<file path="src/rtl/calc2_mp_engine.sv">
// calc2_mp_engine: NUM_PORTS requesters share one add/sub unit and one shift
// unit through independent round-robin arbiters. Each port runs a small
// IDLE -> OP2 -> WAIT FSM and returns a registered one-cycle response.
// External buses use ascending [0:W-1] ranges; bit W-1 is the LSB.
module calc2_mp_engine #(
  parameter int NUM_PORTS = 4,
  parameter int DATA_W    = 32
) (
  input  logic                          c_clk,
  input  logic                          reset,
  input  logic [0:NUM_PORTS*4-1]        req_cmd_in,
  input  logic [0:NUM_PORTS*DATA_W-1]   req_data_in,
  output logic [0:NUM_PORTS*2-1]        out_resp,
  output logic [0:NUM_PORTS*DATA_W-1]   out_data,
  output logic [0:NUM_PORTS-1]          port_busy
);

  localparam int SHW = $clog2(DATA_W);
  localparam int PW  = (NUM_PORTS > 1) ? $clog2(NUM_PORTS) : 1;

  localparam logic [3:0] CMD_NOP = 4'd0;
  localparam logic [3:0] CMD_ADD = 4'd1;
  localparam logic [3:0] CMD_SUB = 4'd2;
  localparam logic [3:0] CMD_SHL = 4'd5;
  localparam logic [3:0] CMD_SHR = 4'd6;

  localparam logic [1:0] RESP_NONE = 2'd0;
  localparam logic [1:0] RESP_OK   = 2'd1;
  localparam logic [1:0] RESP_OVF  = 2'd2;
  localparam logic [1:0] RESP_INV  = 2'd3;

  typedef enum logic [1:0] {
    ST_IDLE = 2'd0,
    ST_OP2  = 2'd1,
    ST_WAIT = 2'd2
  } state_t;

  // Command classification helpers
  function automatic logic is_addsub(input logic [3:0] cmd);
    return (cmd == CMD_ADD) || (cmd == CMD_SUB);
  endfunction

  function automatic logic is_shift(input logic [3:0] cmd);
    return (cmd == CMD_SHL) || (cmd == CMD_SHR);
  endfunction

  // Round-robin search starting at ptr; returns {found, index}
  function automatic logic [PW:0] rr_pick(input logic [NUM_PORTS-1:0] req,
                                          input logic [PW-1:0] ptr);
    logic [PW:0] pick;
    int k;
    pick = {(PW+1){1'b0}};
    for (int i = 0; i < NUM_PORTS; i++) begin
      k = (int'(ptr) + i) % NUM_PORTS;
      if (!pick[PW] && req[k]) pick = {1'b1, PW'(k)};
      else                     pick = pick;
    end
    return pick;
  endfunction

  // Pointer moves to the port after the winner, wrapping at NUM_PORTS
  function automatic logic [PW-1:0] rr_next(input logic [PW-1:0] idx);
    if (idx == PW'(NUM_PORTS - 1)) return {PW{1'b0}};
    else                           return idx + PW'(1);
  endfunction

  state_t              state_r  [NUM_PORTS];
  state_t              state_s  [NUM_PORTS];
  logic [3:0]          cmd_r    [NUM_PORTS];
  logic [DATA_W-1:0]   op1_r    [NUM_PORTS];
  logic [DATA_W-1:0]   op2_r    [NUM_PORTS];
  logic [1:0]          resp_r   [NUM_PORTS];
  logic [DATA_W-1:0]   data_r   [NUM_PORTS];
  logic [NUM_PORTS-1:0] busy_r;
  logic [3:0]          cmd_in_s  [NUM_PORTS];
  logic [DATA_W-1:0]   data_in_s [NUM_PORTS];

  logic [NUM_PORTS-1:0] req_as_s, req_sh_s, gnt_as_s, gnt_sh_s, done_s;
  logic [PW-1:0]        as_ptr_r, sh_ptr_r, as_idx_s, sh_idx_s;
  logic [PW:0]          as_pick_s, sh_pick_s;
  logic                 as_any_s, sh_any_s;

  logic [DATA_W-1:0]    as_a_s, as_b_s, as_data_s, sh_data_s;
  logic [DATA_W:0]      as_sum_s;
  logic [1:0]           as_resp_s;
  logic [SHW-1:0]       sh_amt_s;

  // Unpack input buses and pack registered outputs per port
  for (genvar gp = 0; gp < NUM_PORTS; gp++) begin : g_port_io
    assign cmd_in_s[gp]                      = req_cmd_in[gp*4 +: 4];
    assign data_in_s[gp]                     = req_data_in[gp*DATA_W +: DATA_W];
    assign out_resp[gp*2 +: 2]               = resp_r[gp];
    assign out_data[gp*DATA_W +: DATA_W]     = data_r[gp];
    assign port_busy[gp]                     = busy_r[gp];
  end

  // Each port in WAIT requests the unit that matches its latched command
  always_comb begin
    for (int p = 0; p < NUM_PORTS; p++) begin
      req_as_s[p] = (state_r[p] == ST_WAIT) && is_addsub(cmd_r[p]);
      req_sh_s[p] = (state_r[p] == ST_WAIT) && is_shift(cmd_r[p]);
    end
  end

  assign as_pick_s = rr_pick(req_as_s, as_ptr_r);
  assign sh_pick_s = rr_pick(req_sh_s, sh_ptr_r);
  assign as_any_s  = as_pick_s[PW];
  assign as_idx_s  = as_pick_s[PW-1:0];
  assign sh_any_s  = sh_pick_s[PW];
  assign sh_idx_s  = sh_pick_s[PW-1:0];

  // Decode grants and completion (granted, or invalid command finishing)
  always_comb begin
    for (int p = 0; p < NUM_PORTS; p++) begin
      gnt_as_s[p] = as_any_s && (as_idx_s == PW'(p));
      gnt_sh_s[p] = sh_any_s && (sh_idx_s == PW'(p));
      done_s[p]   = (state_r[p] == ST_WAIT) &&
                    (gnt_as_s[p] || gnt_sh_s[p] ||
                     !(is_addsub(cmd_r[p]) || is_shift(cmd_r[p])));
    end
  end

  // Shared add/sub unit operating on the granted port's operands
  always_comb begin
    as_a_s    = op1_r[as_idx_s];
    as_b_s    = op2_r[as_idx_s];
    as_sum_s  = {1'b0, as_a_s} + {1'b0, as_b_s};
    as_resp_s = RESP_NONE;
    as_data_s = {DATA_W{1'b0}};
    case (cmd_r[as_idx_s])
      CMD_ADD: begin
        if (as_sum_s[DATA_W]) begin
          as_resp_s = RESP_OVF;
        end else begin
          as_resp_s = RESP_OK;
          as_data_s = as_sum_s[DATA_W-1:0];
        end
      end
      CMD_SUB: begin
        if (as_b_s > as_a_s) begin
          as_resp_s = RESP_OVF;
        end else begin
          as_resp_s = RESP_OK;
          as_data_s = as_a_s - as_b_s;
        end
      end
      default: begin
        as_resp_s = RESP_NONE;
        as_data_s = {DATA_W{1'b0}};
      end
    endcase
  end

  // Shared shift unit; amount is the low SHW bits of op2, zero fill
  always_comb begin
    sh_amt_s  = op2_r[sh_idx_s][SHW-1:0];
    sh_data_s = {DATA_W{1'b0}};
    case (cmd_r[sh_idx_s])
      CMD_SHL: sh_data_s = op1_r[sh_idx_s] << sh_amt_s;
      CMD_SHR: sh_data_s = op1_r[sh_idx_s] >> sh_amt_s;
      default: sh_data_s = {DATA_W{1'b0}};
    endcase
  end

  // Per-port next-state logic
  always_comb begin
    for (int p = 0; p < NUM_PORTS; p++) begin
      state_s[p] = state_r[p];
      case (state_r[p])
        ST_IDLE: begin
          if (cmd_in_s[p] != CMD_NOP) state_s[p] = ST_OP2;
          else                        state_s[p] = ST_IDLE;
        end
        ST_OP2:  state_s[p] = ST_WAIT;
        ST_WAIT: begin
          if (done_s[p]) state_s[p] = ST_IDLE;
          else           state_s[p] = ST_WAIT;
        end
        default: state_s[p] = ST_IDLE;
      endcase
    end
  end

  // Per-port state register
  always_ff @(posedge c_clk or posedge reset) begin
    if (reset) begin
      for (int p = 0; p < NUM_PORTS; p++) state_r[p] <= ST_IDLE;
    end else begin
      for (int p = 0; p < NUM_PORTS; p++) state_r[p] <= state_s[p];
    end
  end

  // Round-robin pointers advance past each unit's winner
  always_ff @(posedge c_clk or posedge reset) begin
    if (reset) begin
      as_ptr_r <= {PW{1'b0}};
      sh_ptr_r <= {PW{1'b0}};
    end else begin
      if (as_any_s) as_ptr_r <= rr_next(as_idx_s);
      if (sh_any_s) sh_ptr_r <= rr_next(sh_idx_s);
    end
  end

  // Operand capture, busy flag and one-cycle response registers
  always_ff @(posedge c_clk or posedge reset) begin
    if (reset) begin
      busy_r <= {NUM_PORTS{1'b0}};
      for (int p = 0; p < NUM_PORTS; p++) begin
        cmd_r[p]  <= CMD_NOP;
        op1_r[p]  <= {DATA_W{1'b0}};
        op2_r[p]  <= {DATA_W{1'b0}};
        resp_r[p] <= RESP_NONE;
        data_r[p] <= {DATA_W{1'b0}};
      end
    end else begin
      for (int p = 0; p < NUM_PORTS; p++) begin
        resp_r[p] <= RESP_NONE;
        data_r[p] <= {DATA_W{1'b0}};
        case (state_r[p])
          ST_IDLE: begin
            if (cmd_in_s[p] != CMD_NOP) begin
              cmd_r[p]  <= cmd_in_s[p];
              op1_r[p]  <= data_in_s[p];
              busy_r[p] <= 1'b1;
            end
          end
          ST_OP2: op2_r[p] <= data_in_s[p];
          ST_WAIT: begin
            if (gnt_as_s[p]) begin
              resp_r[p] <= as_resp_s;
              data_r[p] <= as_data_s;
              busy_r[p] <= 1'b0;
            end else if (gnt_sh_s[p]) begin
              resp_r[p] <= RESP_OK;
              data_r[p] <= sh_data_s;
              busy_r[p] <= 1'b0;
            end else if (done_s[p]) begin
              resp_r[p] <= RESP_INV;
              busy_r[p] <= 1'b0;
            end
          end
          default: busy_r[p] <= 1'b0;
        endcase
      end
    end
  end

endmodule

</file>
<file path="config.mk">
export PLATFORM = sky130hd
export DESIGN_NAME = calc2_mp_engine
export DESIGN_NICKNAME = d
export VERILOG_FILES = /design/src/rtl/calc2_mp_engine.sv
export SDC_FILE = /design/constraint.sdc
export NUM_CORES = 1
export LEC_CHECK = 0
export BUFFER_PORTS_ARGS = -buffer_cell sky130_fd_sc_hd__buf_4
export CELL_PAD_IN_SITES_DETAIL_PLACEMENT = 0
export CELL_PAD_IN_SITES_GLOBAL_PLACEMENT = 1
export CORE_UTILIZATION = 40
export DETAILED_ROUTE_END_ITERATION = 16
export GPL_TIMING_DRIVEN = 0
export PLACE_DENSITY = 0.78
export SLEW_MARGIN = 15
export SYNTH_ARGS = -nofsm -noshare
export SYNTH_HDL_FRONTEND = slang
export SYNTH_SLANG_ARGS = --single-unit
</file>
<file path="constraint.sdc">
create_clock -name c_clk -period 26.6 [get_ports c_clk]
set_input_delay 3.99 -clock c_clk [delete_from_list [all_inputs] [get_ports c_clk]]
set_output_delay 3.99 -clock c_clk [all_outputs]
set_load 0.01 [all_outputs]
</file>
* After elaboration in Yosys (flattened, before gate mapping)
Cells that the tools add are included.
** Storage, ports and cells
- Word-level logic and storage cells :: 304
- Bits in writable memories :: 0
- Latch bits :: 0
- Register bits :: 424
- Bits in read-only memories :: 0
- Memories :: 0
- Input bits :: 146
- Output and inout port bits :: 140
** Cells by class
- Add/subtract/negate cells :: 10
- Magnitude comparators :: 11
- Bitwise logic cells :: 12
- Reduce and logical (&&, ||, !) cells :: 80
- Multipliers :: 0
- Multiplexer cells :: 117
- Div/mod/pow operators :: 0
- Shift-type cells :: 2
- Equality and inequality tests :: 42
** Operator list (number)
- 2-to-1 mux 32 bit :: 20
- binary-select mux 32 bit (select 2 bit) :: 4
- case mux 32 bit (2 select lines) :: 2
- 2-to-1 mux 2 bit :: 24
- == test 4 x 3 -> 1 bit, second input constant :: 10
- 2-to-1 mux 1 bit :: 34
- adder 32 x 32 -> 33 bit :: 1
- greater-than comparator 32 bit :: 1
- << shifter 32 x 5 -> 32 bit :: 1
- right shift 32 x 5 -> 32 bit :: 1
- subtractor 32 bit :: 1
- logical AND 1 bit :: 26
- < comparator 3 x 4 -> 1 bit, second input constant :: 6
- 2-to-1 mux 3 bit :: 8
- case mux 2 bit (3 select lines) :: 4
- == test 4 x 1 -> 1 bit, second input constant :: 5
- == test 4 x 2 -> 1 bit, second input constant :: 5
- logical OR 1 bit :: 20
- binary-select mux 1 bit (select 2 bit) :: 8
- binary-select mux 4 bit (select 2 bit) :: 2
- == test 2 bit, second input constant :: 8
- 2-to-1 mux 4 bit :: 4
- != test 4 bit, second input constant :: 4
- nonzero test 4 bit :: 4
- 17 further kinds :: 71

* Longest topological paths before layout
Gate-level depths: netlist of the first run.
- Word-level depth :: 24
- Depth in mapped cells :: 30
- Mapped depth without buffers :: 24

* Worst setup path after synthesis of the first run
OpenSTA, ideal clock, no wires.
- Kind :: flip-flop to flip-flop
- Start :: register cmd_r[5] (netlist name)
- End :: register resp_r (netlist bit out_resp[7])
- Data arrival time :: 5.819 ns
- Stages on the path, launching flop included :: 27
- Buffers on the path :: 8
- Required time :: 26.496 ns
- Clock period less this slack :: 5.923 ns
- Setup slack :: 20.677 ns
- Setup time :: 0.104 ns
- Path through :: dfrtp_1 > xnor2_1 > or4_1 > buf_2 > a311oi_1 > o22a_1 > buf_4 > clkbuf_1 > buf_1 > buf_1 > a31oi_1 > ha_1 > fa_1 > a21oi_1 > o21bai_1 > a21oi_1 > nor2_1 > nor2_1 > o21bai_1 > a221o_1 > a31oi_2 > o31a_1 > buf_2 > buf_2 > nor2_1 > buf_6 > a221oi_1
** Between the ends
- Word-level cells in the longest chain between the ends :: 24
- Elaborated cells on any way between the ends :: 78
- Those cells by class :: add/sub: 1; order compare: 1; eq/ne: 8; mux: 46; bitwise: 1; reduce/logical: 21
** Ends and longest elaborated chain
- start, declared :: RTL line 69 : logic [3:0] cmd_r [NUM_PORTS];
- start signal, assigned by index :: RTL line 222 : cmd_r[p] <= cmd_in_s[p];
- == test 4 x 1 -> 1 bit (tied with other cells) :: RTL line 40 : return (cmd == CMD_ADD) || (cmd == CMD_SUB);
- logical OR 1 bit, on equally long branches :: RTL line 40, 44
- logical AND 1 bit, on equally long branches :: RTL line 100, 101
- binary-select mux 1 bit (select 2 bit) :: RTL line 55 : if (!pick[PW] && req[k]) pick = {1'b1, PW'(k)};
- 2-to-1 mux 1 bit (not written as such) :: RTL line 55
- 2-to-1 mux 3 bit :: RTL line 55
- zero test 1 bit :: RTL line 55
- logical AND 1 bit :: RTL line 55
- (+7 left out)
- inverter 2 -> 3 bit (not written as such) (tied with other cells) :: RTL line 125, 126, 130
- binary-select mux 32 bit (select 2 bit) (tied with other cells) :: RTL line 125 : as_a_s = op1_r[as_idx_s];
- 2-to-1 mux 32 bit (not written as such) (tied with other cells) (2 in a row) :: RTL line 125
- adder 32 x 32 -> 33 bit (tied with other cells) :: RTL line 127 : as_sum_s = {1'b0, as_a_s} + {1'b0, as_b_s};
- 2-to-1 mux 2 bit, on equally long branches :: RTL line 132, 140, 237
- case mux 2 bit (2 select lines) / 2-to-1 mux 2 bit (equally long branches) :: RTL line 130, 233
- 2-to-1 mux 2 bit * :: RTL line 229 : if (gnt_as_s[p]) begin
- 2-to-1 mux 2 bit * :: RTL line 219 : case (state_r[p])
- end signal, assigned by index :: RTL line 230 : resp_r[p] <= as_resp_s;
- end, declared :: RTL line 72 : logic [1:0] resp_r [NUM_PORTS];
Every way passes the cells marked *; elsewhere a longest branch is shown, timed or not. The select of a mux whose other input is x is not followed.
A chain may end at the register's enable or synchronous reset.

* Worst setup path in the final report of the first run
- Start :: register state_r[2] (netlist name)
- End :: register data_r (netlist bit out_data[11])
** Between the ends
- Word-level cells in the longest chain between the ends :: 23
- Elaborated cells on any way between the ends :: 85
- Those cells by class :: add/sub: 2; order compare: 1; eq/ne: 5; shift: 2; mux: 55; bitwise: 2; reduce/logical: 18
** Ends and longest elaborated chain
- start, declared :: RTL line 67 : state_t state_r [NUM_PORTS];
- == test 2 bit * :: RTL line 100, 101
- logical AND 1 bit, on equally long branches :: RTL line 100, 101
- binary-select mux 1 bit (select 2 bit) :: RTL line 55
- 2-to-1 mux 1 bit (not written as such) :: RTL line 55
- 2-to-1 mux 3 bit :: RTL line 55
- zero test 1 bit :: RTL line 55
- logical AND 1 bit :: RTL line 55
- 2-to-1 mux 3 bit :: RTL line 55
- (+6 left out)
- inverter 2 -> 3 bit, on equally long branches
- binary-select mux 32 bit (select 2 bit) (tied with other cells) :: RTL line 125
- 2-to-1 mux 32 bit (not written as such) (tied with other cells) (2 in a row) :: RTL line 125
- subtractor 32 bit (tied with other cells) :: RTL line 144 : as_data_s = as_a_s - as_b_s;
- 2-to-1 mux 32 bit (tied with other cells) :: RTL line 140 : if (as_b_s > as_a_s) begin
- case mux 32 bit (2 select lines) / 2-to-1 mux 32 bit (equally long branches) :: RTL line 130, 233
- 2-to-1 mux 32 bit * :: RTL line 229
- 2-to-1 mux 32 bit * :: RTL line 219
- end signal, assigned by index :: RTL line 218 : data_r[p] <= {DATA_W{1'b0}};
- end signal, assigned by index :: RTL line 231 : data_r[p] <= as_data_s;
- end signal, assigned by index :: RTL line 235 : data_r[p] <= sh_data_s;
- end, declared :: RTL line 73 : logic [DATA_W-1:0] data_r [NUM_PORTS];
Marks and branches as above.

==> impl_metrics.csv, run 1 <==
group,metric,value,unit
cells_and_area,fin_cells,4066,
cells_and_area,fillCellCount,6290,
clock_tree,htreeDepth,2,
cells_and_area,multiInputGateArea,14890,sq um
floorplanning,die_y,260.4,microns
clock_tree,numCtsBuffers,46,
clock_tree,ctsHoldBuffers,0,
worst_setup_path,worst_setup_path_start_kind,"flop",
worst_setup_path,arrival,9.68,ns
sta,min_period,9.229,ns
global_route,antenna_found_initial,0,
synth,syn_area_per_cell,9.425,sq um
run_status,status,"completed",
sta,relSlewSlack,15.33,%
floorplanning,die_area,67790,sq um
floorplanning,initial_utilization,40.54,%
floorplanning,rows,94,
synth,syn-instance-count,2833,
synth,ys.warnings.count,0,
clock_tree,clk_pin_slew_worst_paths,0.06,ns
placed_design,placed_cells,3985,
sta,rsz0062_at_grt,"no",
clock_tree,cts_tree,"done",
floorplanning,core,65860,sq um
routing,antenna_left,0,
sta,drv_slew,0,
global_route,grt_pass1_vias,24480,
sta,finalSetupViolCount,0,
routing,finalWirelength,122.0,mm
clock_tree,postCtsSetupBuffers,0,
routing,avgRoutedWirePerCell,30.01,microns
clock_tree,insertion_delay,0.65,ns
clock_tree,cts_sinks,424,
synth,syn_nets,3054,
global_route,grt_util_all_layers,35.37,%
global_route,grt_pass1_wl,173.7,mm
placed_design,gp_congestion,0.9746,
synth,yosysSeqAreaShare,39.74,%
routing,first_iter_violations,2890,
synth,synthArstFlopShare,100.0,%
worst_setup_path,reg2reg_slack,17.37,ns
worst_setup_path,cp.required,27.05,ns
placed_design,io_buffers,285,
cells_and_area,area_growth_syn_to_layout,18.25,%
floorplanning,die_x,260.4,microns
sta,clock_skew,0.06869,ns
global_route,overflow,0,
routing,vias_per_cell,6.287,
worst_setup_path,end_kind,"flop",
hold_path,hold_class,"reg2reg",
worst_setup_path,crit_path_max_fanout,11,
worst_setup_path,worstSetupPathType,"reg2reg",
flow_run,max-cap-violations,0,
sta,setup_tns,0,ns
synth,synth_edf_count,0,
routing,vias,25560,
cells_and_area,regArea,10610,sq um
synth,ys.flop_type,"dfrtp_1",
sta,tightest_slew,1.270,ns
placed_design,placed_cell_area,30020,sq um
sta,max_freq,0.1084,GHz
cells_and_area,layout.nets,3390,
sta,min_period_over_period,34.70,%
clock_tree,clock_path_buffers,3,
placed_design,dp_hpwl,96.01,mm
cells_and_area,final_area,31580,sq um
synth,ys_seq_elements,424,
routing,drc,0,
clock_tree,post_cts_resized,0,
sta,hold_viol,0,
routing,first_pass_iters,6,
cells_and_area,drive_gt1_share,23.77,%
global_route,grt_max_degree,127,
synth,ys_types,93,
floorplanning,pin_count,286,
clock_tree,root_buffer,"clkbuf_16",
synth,netlist_area,26700,sq um
worst paths after layout:
check	start	end	depth (start not counted)
max	state_r[2]	out_data[11]	20
min	busy_r[3]	busy_r[3]	1
max reg2reg	state_r[2]	out_data[11]	20
min reg2reg	busy_r[3]	busy_r[3]	1
max in group asynchronous	reset	op1_r[109]	3
min in group asynchronous	reset	cmd_r[1]	2
cell usage after synthesis (11+ instances only):
master	count	area, sq um
dfrtp_1	424	10610
nand2_1	405	1520
mux2_2	279	3142
nor2_1	188	705.7
a21oi_1	168	840.8
mux2i_1	136	1361
clkbuf_1	115	431.7
a22o_1	107	937.2
o21ai_0	94	470.5
nand3_1	91	455.4
inv_1	79	296.5
ha_1	73	913.4
buf_2	41	205.2
o2bb2ai_1	41	359.1
and2_1	40	250.2
and3_1	38	237.7
a31oi_1	37	231.5
nor3_1	35	175.2
buf_1	28	105.1
o21bai_1	26	195.2
o22ai_1	26	162.7
a21o_1	25	187.7
o211ai_1	25	187.7
o221ai_1	20	175.2
or3_1	16	100.1
a22oi_1	15	112.6
nand2b_1	14	87.58
nor4_1	14	87.58
o22a_1	14	122.6
xnor2_1	14	122.6
buf_4	13	97.59
o21a_1	11	82.58
worst max-delay path: stages, from the launching register on:
cell	delay (ns)
dfrtp_1	0.44
nand2b_1	0.35
or4_1	0.50
buf_2	0.19
a311oi_1	0.25
o22a_1	0.20
buf_4	0.24
clkbuf_1	0.65
buf_1	0.67
buf_1	0.82
a31oi_1	0.58
ha_1	0.63
inv_1	0.15
nor4_1	0.73
a221o_1	0.33
a31oi_2	0.09
o31ai_4	0.67
clkbuf_1	0.69
o22ai_1	0.13
mux2i_1	0.51
o2bb2ai_1	0.18
area by class of cell:
cell class	count	share of cell area (%)
well taps	864	3.424
diodes	1	0.007925
clock buffers	62	4.089
repair buffers	288	7.038
flip-flops and latches	424	33.60
inverters	83	1.010
clock inverters	18	0.8282
plain buffers	202	2.837
multi-input cells	2124	47.16
through the flow:
| stage | utilization (%) | setup slack, ns | hold WS (ns) |
|---|---|---|---|
| 4_1_cts | 47.94 | 17.64 | 0.5013 |
| 6_report | 47.94 | 17.37 | 0.5001 |
| 5_1_grt | 47.94 | 17.19 | 0.5174 |
| 3_3_place_gp | 45.43 | 7.036 | 0.4753 |
| 2_1_floorplan | - | 10.81 | 0.4787 |
| 3_5_place_dp | 45.58 | 17.72 | 0.4854 |
layer usage:
layer	global-route usage, %	share of wire [%]
met5	0	0
met4	15.64	4.8
met3	7.246	9.0
met2	55.32	45
met1	47.20	42
state kept, by name, indices dropped and copies added (netlist names):
name	count
op1_r	128
op2_r	128
out_data	128
cmd_r	16
out_resp	8
state_r	8
busy_r	4
as_ptr_r	2
sh_ptr_r	2
logic make-up after synthesis:
group | count (synthesis) | share of synthesized area [%]
buffers and inverters | 285 | 4.522
flip-flops | 424 | 39.74
XOR/XNOR | 16 | 0.5951
adder cells (fa/ha/maj) | 75 | 3.571
multiplexers | 420 | 17.15
AND/OR/NAND/NOR | 881 | 14.66
AO/OA/AOI/OAI | 732 | 19.76
layout by cell type, fill, tap and decap left out, types with 40 or more instances in the layout:
cell type	n
a21oi_1	168
mux2i_1	136
nor2_1	188
nand3_1	91
inv_1	78
clkbuf_1	123
and2_1	40
a22o_1	107
buf_4	298
nand2_1	405
clkbuf_16	46
o21ai_0	94
ha_1	73
dfrtp_1	424
buf_2	41
mux2_2	279
o2bb2ai_1	41
Power of run 1 is left out: the tool's default activity adds up to more than one toggle a clock period on the data nets, which glitch-free logic cannot reach.
==> inputs of run 2 (changes only) <==
- clock period: 26.6 -> 8.9 ns (I/O delays scaled with it)
==> impl_metrics.csv, run 2 (same netlist as run 1, synthesis figures left out) <==
group,metric,value,unit
cells_and_area,final_common_cell,"dfrtp_1",
worst_setup_path,worstSetupPathType,"reg2reg",
placed_design,gp_congestion,0.9761,
floorplanning,die_y,260.4,microns
worst_setup_path,arrival,9.12,ns
clock_tree,cts_tree,"done",
flow_run,max-cap-violations,0,
floorplanning,initial_utilization,40.54,%
clock_tree,root_buffer,"clkbuf_16",
routing,vias,25520,
sta,relSlewSlack,19.34,%
routing,avgRoutedWirePerCell,29.77,microns
sta,tightest_slew,1.210,ns
sta,min_period_over_period,96.63,%
global_route,overflow,0,
routing,drc,0,
run_status,status,"completed",
clock_tree,clock_path_buffers,3,
cells_and_area,final_cell_mix,"dfrtp_1 (424), nand2_1 (405), buf_4 (298)",
sta,min_period,8.600,ns
clock_tree,cts_sinks,424,
cells_and_area,area_growth_syn_to_layout,19.54,%
clock_tree,htreeDepth,2,
sta,hold_viol,0,
floorplanning,die_area,67790,sq um
routing,first_pass_iters,6,
worst_setup_path,worst_setup_path_start_kind,"flop",
floorplanning,pin_count,286,
clock_tree,insertion_delay,0.63,ns
global_route,grt_pass1_vias,24540,
floorplanning,rows,94,
worst_setup_path,end_kind,"flop",
sta,whs,0.5045,ns
floorplanning,core,65860,sq um
cells_and_area,drive_gt1_share,24.67,%
hold_path,hold_class,"reg2reg",
placed_design,dp_hpwl,96.05,mm
sta,setup_ws,0.2995,ns
routing,antenna_left,0,
placed_design,place_worst_setup_slack,0.09803,ns
global_route,grt_max_degree,44,
cells_and_area,antenna_cells,0,
sta,drv_slew,0,
worst_setup_path,crit_path_max_fanout,10,
routing,vias_per_cell,6.251,
sta,max_freq,0.1163,GHz
global_route,antenna_found_initial,3,
sta,finalSetupViolCount,0,
routing,finalWirelength,121.5,mm
global_route,grt_util_all_layers,35.37,%
worst_setup_path,cp.required,9.42,ns
sta,rsz0062_at_grt,"no",
clock_tree,numCtsBuffers,46,
cells_and_area,layout.nets,3401,
floorplanning,die_x,260.4,microns
global_route,grt_pass1_wl,173.7,mm
routing,first_iter_violations,2900,
sta,clock_skew,0.03089,ns
placed_design,io_buffers,285,
clock_tree,clk_pin_slew_worst_paths,0.07,ns
cells_and_area,postLayoutCoreUtil,48.47,%
sta,setup_tns,0,ns
-- run 2: cell count changes in the layout (fill, tap and decap cells not counted), sizes merged --
cell      delta
bufinv       +4
diode        -1
clkinvlp     +3
clkinv       +4
buf          +6
inv          -2
clkbuf       +2
-- run 2: worst paths after layout --
path                                  from           end  slack, ns  cells after the start
worst max-delay path            state_r[2]  out_data[92]       0.30                     26
worst min-delay path             busy_r[3]     busy_r[3]       0.50                      1
worst max register to register  state_r[2]  out_data[92]       0.30                     26
worst min register to register   busy_r[3]     busy_r[3]       0.50                      1
max in group asynchronous            reset    op2_r[108]       6.40                      8
min in group asynchronous            reset  out_data[64]       0.72                      2
-- run 2: per-stage QoR --
step	instance area, sq um	cells
6_report	31920	4082
5_1_grt	31920	4082
4_1_cts	31890	4081
3_5_place_dp	30190	3995
3_3_place_gp	29930	3982
2_1_floorplan	26710	2833
-- run 2: timing repair --
item / CTS / global route
hold buffers: 0 / 0
resized for setup: 0 / 18
buffers inserted: 0 / 0
setup endpoints to repair: 0 / 99
-- run 2: worst max-delay path: stages, from the launching register on --
cell	delay (ns)
dfrtp_1	0.43
nand2b_1	0.33
or4_1	0.48
buf_2	0.18
a311oi_1	0.25
o22a_1	0.20
buf_4	0.24
clkbuf_1	0.61
clkbuf_2	0.45
buf_1	0.59
a31oi_1	0.41
ha_1	0.40
clkbuf_1	0.23
a21oi_1	0.34
o21bai_1	0.10
a21o_1	0.21
a21oi_1	0.21
nor2_1	0.07
nor2_1	0.12
o21ai_0	0.15
a2111oi_4	0.64
o31a_1	0.22
buf_2	0.29
buf_2	0.40
a2bb2oi_1	0.11
a21oi_1	0.56
o2bb2ai_1	0.24
-- run 2: final cells by class --
class	count	area [sq um]
buffer	202	908.4
clock buffer	59	1300
clock inverter	27	399.1
fill	6241	33940
inverter	83	315.3
multi-input combinational	2124	14890
sequential	424	10610
tap	864	1081
timing repair buffer	299	2412
-- run 2: routing by layer --
metal  routed length (microns)  track usage (%)  part of all wire [%]  up-vias
li1                          -                -                     -    10980
met1                     50280            47.17                    41    12730
met2                     53740            54.90                    44     1479
met3                     10770            6.770                   8.9      325
met4                      6679            17.43                   5.5        2
met5                        48                0                 0.040        -
Power of run 2 is left out for the same reason.
